## config.mk

```make
export PLATFORM = sky130hd
export DESIGN_NAME = lib_pkt_source
export DESIGN_NICKNAME = d
export VERILOG_FILES = /design/src/rtl/lib_pkt_pkg.sv /design/src/rtl/lib_lfsr16.sv /design/src/rtl/lib_pkt_source.sv
export SDC_FILE = /design/constraint.sdc
export NUM_CORES = 1
export LEC_CHECK = 0
export ABC_AREA = 1
export CORE_MARGIN = 8
export CORE_UTILIZATION = 51
export CTS_CLUSTER_SIZE = 40
export DETAILED_ROUTE_END_ITERATION = 8
export GPL_ROUTABILITY_DRIVEN = 0
export PLACE_DENSITY = 0.83
export RECOVER_POWER = 50
export SKIP_CTS_REPAIR_TIMING = 1
export SYNTH_ARGS = -nofsm -noshare
export SYNTH_HDL_FRONTEND = slang
export SYNTH_SLANG_ARGS = --single-unit
```

## constraint.sdc

```tcl
create_clock -name clk -period 2.5 [get_ports clk]
set_input_delay 0.375 -clock clk [delete_from_list [all_inputs] [get_ports clk]]
set_output_delay 0.375 -clock clk [all_outputs]
set_load 0.005 [all_outputs]
```

## src/rtl/lib_pkt_pkg.sv

```systemverilog
// Shared types and helpers for the lib_pkt_source packet generator:
// FSM state encoding, payload LFSR width/step function, packet field layout.
package lib_pkt_pkg;

  localparam int LFSR_W = 16;

  typedef enum logic [1:0] {
    IDLE = 2'd0,
    SEND = 2'd1,
    GAP  = 2'd2,
    DONE = 2'd3
  } state_e;

  // Field layout of one packet at the default widths, MSB to LSB.
  typedef struct packed {
    logic [3:0]        id;
    logic [11:0]       seq;
    logic [LFSR_W-1:0] payload;
  } pkt_t;

  // Fibonacci LFSR, taps 16/14/13/11 (bits 15,13,12,10), shifting left.
  function automatic logic [LFSR_W-1:0] lfsr_next(input logic [LFSR_W-1:0] l);
    return {l[LFSR_W-2:0], l[15] ^ l[13] ^ l[12] ^ l[10]};
  endfunction

endpackage

```

## src/rtl/lib_lfsr16.sv

```systemverilog
// 16-bit payload LFSR: advances one step on each cycle where ce && step,
// otherwise holds. Asynchronous active-high reset loads SEED.
module lib_lfsr16
  import lib_pkt_pkg::*;
#(
  parameter logic [LFSR_W-1:0] SEED = 16'hACE1
) (
  input  logic              clk,
  input  logic              reset,
  input  logic              ce,
  input  logic              step,
  output logic [LFSR_W-1:0] o_lfsr
);

  logic [LFSR_W-1:0] lfsr_q, lfsr_d;

  // NOTE: every variable assigned in always_comb gets a default first, so no
  // path leaves it unassigned and no latch is inferred.
  always_comb begin
    lfsr_d = lfsr_q;
    if (ce && step) lfsr_d = lfsr_next(lfsr_q);
  end

  // NOTE: sequential state uses non-blocking assignments so every flop
  // samples pre-edge values, independent of block ordering.
  always_ff @(posedge clk or posedge reset) begin
    if (reset) lfsr_q <= SEED;
    else       lfsr_q <= lfsr_d;
  end

  assign o_lfsr = lfsr_q;

endmodule

```

## src/rtl/lib_pkt_source.sv

```systemverilog
// Packet source feeding the write side of a val/en FIFO: bursts of
// {SRC_ID, seq, LFSR payload} with an optional idle gap between packets.
// Build option: define LIB_PKT_SOURCE_STALL_CNT_EN to enable o_stall_count.
module lib_pkt_source
  import lib_pkt_pkg::*;
#(
  parameter int                ID_W      = 4,
  parameter int                SEQ_W     = 12,
  parameter int                SRC_ID    = 0,
  parameter int                GAP_W     = 8,
  parameter logic [LFSR_W-1:0] LFSR_SEED = 16'hACE1,
  localparam int               WIDTH     = ID_W + SEQ_W + LFSR_W
) (
  input  logic             clk,
  input  logic             reset,
  input  logic             ce,
  input  logic             i_start,
  input  logic [15:0]      i_num_pkts,
  input  logic [GAP_W-1:0] i_gap,
  input  logic             i_en,
  output logic [WIDTH-1:0] o_data,
  output logic             o_data_val,
  output logic             o_busy,
  output logic             o_done,
  output logic [15:0]      o_sent_count,
  output logic [15:0]      o_stall_count
);

  state_e             state_q, state_d;
  logic [15:0]        num_pkts_q, num_pkts_d;
  logic [GAP_W-1:0]   gap_q, gap_d;
  logic [GAP_W-1:0]   gap_cnt_q, gap_cnt_d;
  logic [SEQ_W-1:0]   seq_q, seq_d;
  logic [15:0]        sent_q, sent_d;
  logic [LFSR_W-1:0]  lfsr;

  logic start;
  logic xfer;
  logic last_pkt;

  assign start    = ce && (state_q == IDLE) && i_start;
  assign xfer     = ce && (state_q == SEND) && i_en;
  // Compared in 17 bits so the sent+1 test cannot wrap at 16'hFFFF.
  assign last_pkt = (num_pkts_q != '0) &&
                    (({1'b0, sent_q} + 17'd1) == {1'b0, num_pkts_q});

  always_ff @(posedge clk or posedge reset) begin
    if (reset) state_q <= IDLE;
    else       state_q <= state_d;
  end

  always_comb begin
    state_d = state_q;
    if (ce) begin
      case (state_q)
        IDLE: if (i_start) state_d = SEND;
        SEND: begin
          if (i_en) begin
            if (last_pkt)        state_d = DONE;
            else if (gap_q == '0) state_d = SEND;
            else                 state_d = GAP;
          end
        end
        GAP:  if (gap_cnt_q == GAP_W'(1)) state_d = SEND;
        DONE: if (!i_start) state_d = IDLE;
        default: state_d = IDLE;
      endcase
    end
  end

  always_comb begin
    o_data_val = 1'b0;
    o_busy     = 1'b0;
    o_done     = 1'b0;
    case (state_q)
      SEND: begin
        o_data_val = 1'b1;
        o_busy     = 1'b1;
      end
      GAP:     o_busy = 1'b1;
      DONE:    o_done = 1'b1;
      default: ;
    endcase
  end

  always_comb begin
    num_pkts_d = num_pkts_q;
    gap_d      = gap_q;
    gap_cnt_d  = gap_cnt_q;
    seq_d      = seq_q;
    sent_d     = sent_q;
    if (start) begin
      num_pkts_d = i_num_pkts;
      gap_d      = i_gap;
      sent_d     = '0;
    end
    if (xfer) begin
      seq_d = seq_q + SEQ_W'(1);
      if (sent_q != 16'hFFFF) sent_d = sent_q + 16'd1;
      if (!last_pkt)          gap_cnt_d = gap_q;
    end
    if (ce && (state_q == GAP)) gap_cnt_d = gap_cnt_q - GAP_W'(1);
  end

  always_ff @(posedge clk or posedge reset) begin
    if (reset) begin
      num_pkts_q <= '0;
      gap_q      <= '0;
      gap_cnt_q  <= '0;
      seq_q      <= '0;
      sent_q     <= '0;
    end else begin
      num_pkts_q <= num_pkts_d;
      gap_q      <= gap_d;
      gap_cnt_q  <= gap_cnt_d;
      seq_q      <= seq_d;
      sent_q     <= sent_d;
    end
  end

  lib_lfsr16 #(
    .SEED (LFSR_SEED)
  ) u_lfsr (
    .clk    (clk),
    .reset  (reset),
    .ce     (ce),
    .step   (xfer),
    .o_lfsr (lfsr)
  );

  assign o_data       = {ID_W'(SRC_ID), seq_q, lfsr};
  assign o_sent_count = sent_q;

`ifdef LIB_PKT_SOURCE_STALL_CNT_EN
  logic [15:0] stall_q, stall_d;

  // Counts cycles the packet is offered but the FIFO refuses it.
  always_comb begin
    stall_d = stall_q;
    if (start)
      stall_d = '0;
    else if (ce && (state_q == SEND) && !i_en && (stall_q != 16'hFFFF))
      stall_d = stall_q + 16'd1;
  end

  always_ff @(posedge clk or posedge reset) begin
    if (reset) stall_q <= '0;
    else       stall_q <= stall_d;
  end

  assign o_stall_count = stall_q;
`else
  assign o_stall_count = '0;
`endif

endmodule

```

==> impl_metrics.ini <==
[timing]
finalMaxSlewViolations = 0
setup_total_negative_slack_ns = 0
timing.final.crit_period_ns = 2.265
grt_setup_unrepaired = no
worst_rel_slew_slack = 0.2190
final-setup-viol-count = 0
min_period_over_period = 0.9060
hold_viol_final = 0
worst_clock_skew_ns = 0.01025
worst_slew_pin_slew_ns = 1.170
clock.fmax_ghz = 0.4415

[routing]
vias_per_cell = 5.132
wl_um = 10760
detailed_route_iter0_violations = 210
ant_nets = 0
route.detailed.wl_per_inst_um = 14.66
via_count = 3767
drt_first_pass_iters = 4
post-route-drc-count = 0

[cts]
cts_buffer_depth = 2
clkSinkCount = 78
worst_skew_pair.late_latency_ns = 0.36
clock-root-buffer = clkbuf_8
tritoncts = built
cts.htree.levels = 3
path_clk_slew_ns = 0.08
cts_made_buffers = 9

[yosys]
netlist_instances = 542
synth.top_cell.area_share = 0.4108
synth_cell_type_count = 32
netlist_area_before_placement_um2 = 4264
postSynth.asyncResetShare = 1.000
synth_enable_flop_cells = 0
synth_ff_type = dfrtp_1
yosysMostFrequentCell = nand2_1
synth_sequential_area_ratio = 0.4601
ys_seq_elements = 78
ys.warnings.count = 0
yosysTopAreaCell = dfrtp_1
yosys-top-cells-area = dfrtp_1 (41%), nand2_1 (13%), o21ai_0 (6.2%)
netlist_top_cells_count = nand2_1 (148), dfrtp_1 (70), inv_1 (65), o21ai_0 (53), nor2_1 (46)
synth.avg_cell_area_um2 = 7.867

[hold_path]
hold_path_depth = 2
hold_wc_path_type = reg2reg

[final_layout]
antenna_cells = 0
multi_input_gate_area_um2 = 1931
final_cell_area_um2 = 5311
area.sequential_um2 = 1962
final_nets = 661
fillers = 687
layout-drive-gt1-share = 0.07790
layout_stage_area_growth_over_the_synthesis_result_pct = 24.56
post_route_insts_no_fill = 734

[floorplan]
rows = 33
placeableCoreArea_um2 = 8175
io-pin-count = 96
starting_utilization_of_the_core_area = 0.5216
die-area_um2 = 11540
die_width_um = 107.4
fp.dieH_um = 107.4

[worst_setup_path]
worst_setup_path_end_kind = flop
arrival_ns = 2.48
start_kind = flop
cp_top_family = simple AND/OR/NAND/NOR gates
path_cells = ha_1 > nand2_2 > nor2_4 > nand3_1 > nor2_2 > nor2_1 > nor2_1 > inv_1 > o21ai_0
cp_slowest_stage_delay_ns = 0.47
worstPathMaxFanout = 13
cp.required_ns = 2.71
r2r.worst_path.cells = 9
critical_path_stages = 9
path_common_cell = nor2_1
reg2reg_setup_slack_ns = 0.24
number_of_buffer_and_inverter_stages_on_the_critical_path = 1
critical-path-slowest-cell = dfrtp_1
worst-setup-path-type = reg2reg

[global_route]
first_global_vias = 3870
grt.total_usage = 0.1962
antenna_found_initial = 0
grt_max_degree = 37
first_pass_grt_wire_length_um = 18330
overflow = 0

[placed_design]
place_inst = 718
portBuffers = 75
hpwlAfterDp_um = 8009
dpl_cell_area_um2 = 5099

[pwr]
vdd.ir_drop.worst_v = 0.0005552
power_density_nw_per_um2 = 994.2
cellLeakagePower_nw = 2.457
total_power_mw = 5.281

[job]
max-cap-violations = 0

[outcome]
outcome = completed
-- kinds of logic (layout without fill, tap and decap cells) --
family,count (synthesis),after routing,synth area share
XOR/XNOR,22,22,0.05164
AO/OA/AOI/OAI,73,73,0.09184
other,1,20,0.0008794
flip-flops,78,78,0.4601
AND/OR/NAND/NOR,259,259,0.2597
adder cells (fa/ha/maj),8,8,0.02348
buffers and inverters,98,166,0.1045
multiplexers,3,3,0.007922
-- worst paths after layout --
check                                               from                            end
setup reg to reg               o_sent_count[0]$_DFF_PP0_     o_sent_count[10]$_DFF_PP0_
max in group asynchronous                          reset      o_sent_count[8]$_DFF_PP0_
hold reg to reg            u_lfsr.o_lfsr[15]$_DFFE_PP1P_  u_lfsr.o_lfsr[15]$_DFFE_PP1P_
min in group asynchronous                          reset   u_lfsr.o_lfsr[3]$_DFFE_PP0P_
setup / recovery               o_sent_count[0]$_DFF_PP0_     o_sent_count[10]$_DFF_PP0_
hold / removal             u_lfsr.o_lfsr[15]$_DFFE_PP1P_  u_lfsr.o_lfsr[15]$_DFFE_PP1P_
-- cells in the final DEF, fill, tap and decap left out, types with 3 or more instances in the layout --
cell type,instances
a21oi_1,3
buf_4,5
clkbuf_8,11
clkdlybuf4s50_1,69
conb_1,20
dfrtp_1,70
dfstp_2,8
dlygate4sd3_1,6
ha_1,8
inv_1,65
mux2_2,3
nand2_1,148
nand2_2,4
nand3_1,37
nand4_1,12
nor2_1,45
nor2_2,7
o21ai_0,53
o22ai_1,10
xnor2_1,9
xor2_1,11
-- layout make-up --
| class | count | area share |
|---|---|---|
| sequential | 78 | 0.3694 |
| timing repair buffer | 83 | 0.1512 |
| inverter | 67 | 0.04735 |
| tap | 105 | 0.02474 |
| clock inverter | 5 | 0.01531 |
| clock buffer | 11 | 0.02850 |
| multi-input combinational | 385 | 0.3635 |
-- metrics by stage --
stage	setup slack [ns]	utilization	hold slack, ns
floorplan	0.1432	-	0.4719
global placement	0.2590	0.6237	0.4752
detailed placement	0.2453	0.6237	0.4897
CTS	0.2259	0.6521	0.4569
global route	0.03140	0.6497	0.5384
finish	0.2351	0.6497	0.4977
-- report_power, final --
part	internal (mW)	switching [mW]	leakage, nW
combinational	0.970	1.05	1.36
sequential	1.75	0.419	0.983
clock	0.617	0.480	0.116
-- worst register-to-register path, cell delays in order (launching register included) --
cell,delay [ns]
dfrtp_1,0.47
ha_1,0.27
nand2_2,0.10
nor2_4,0.07
nand3_1,0.12
nor2_2,0.07
nor2_1,0.36
nor2_1,0.11
inv_1,0.39
o21ai_0,0.17
-- registers in the layout, summed over array words and instances (netlist names) --
register and count:
u_lfsr.o_lfsr 16, seq_q 12, state_q 2, gap_cnt_q 8
num_pkts_q 16, gap_q 8, o_sent_count 16
-- layer usage --
layer / global-route usage / up-vias / routed length, um
li1: - / 1848 / -
met1: 0.2319 / 1783 / 4603
met2: 0.3257 / 122 / 5120
met3: 0.07006 / 14 / 906
met4: 0.06244 / 0 / 131
met5: 0 / - / 0
Note: power is estimated with default switching activity, not from simulation.
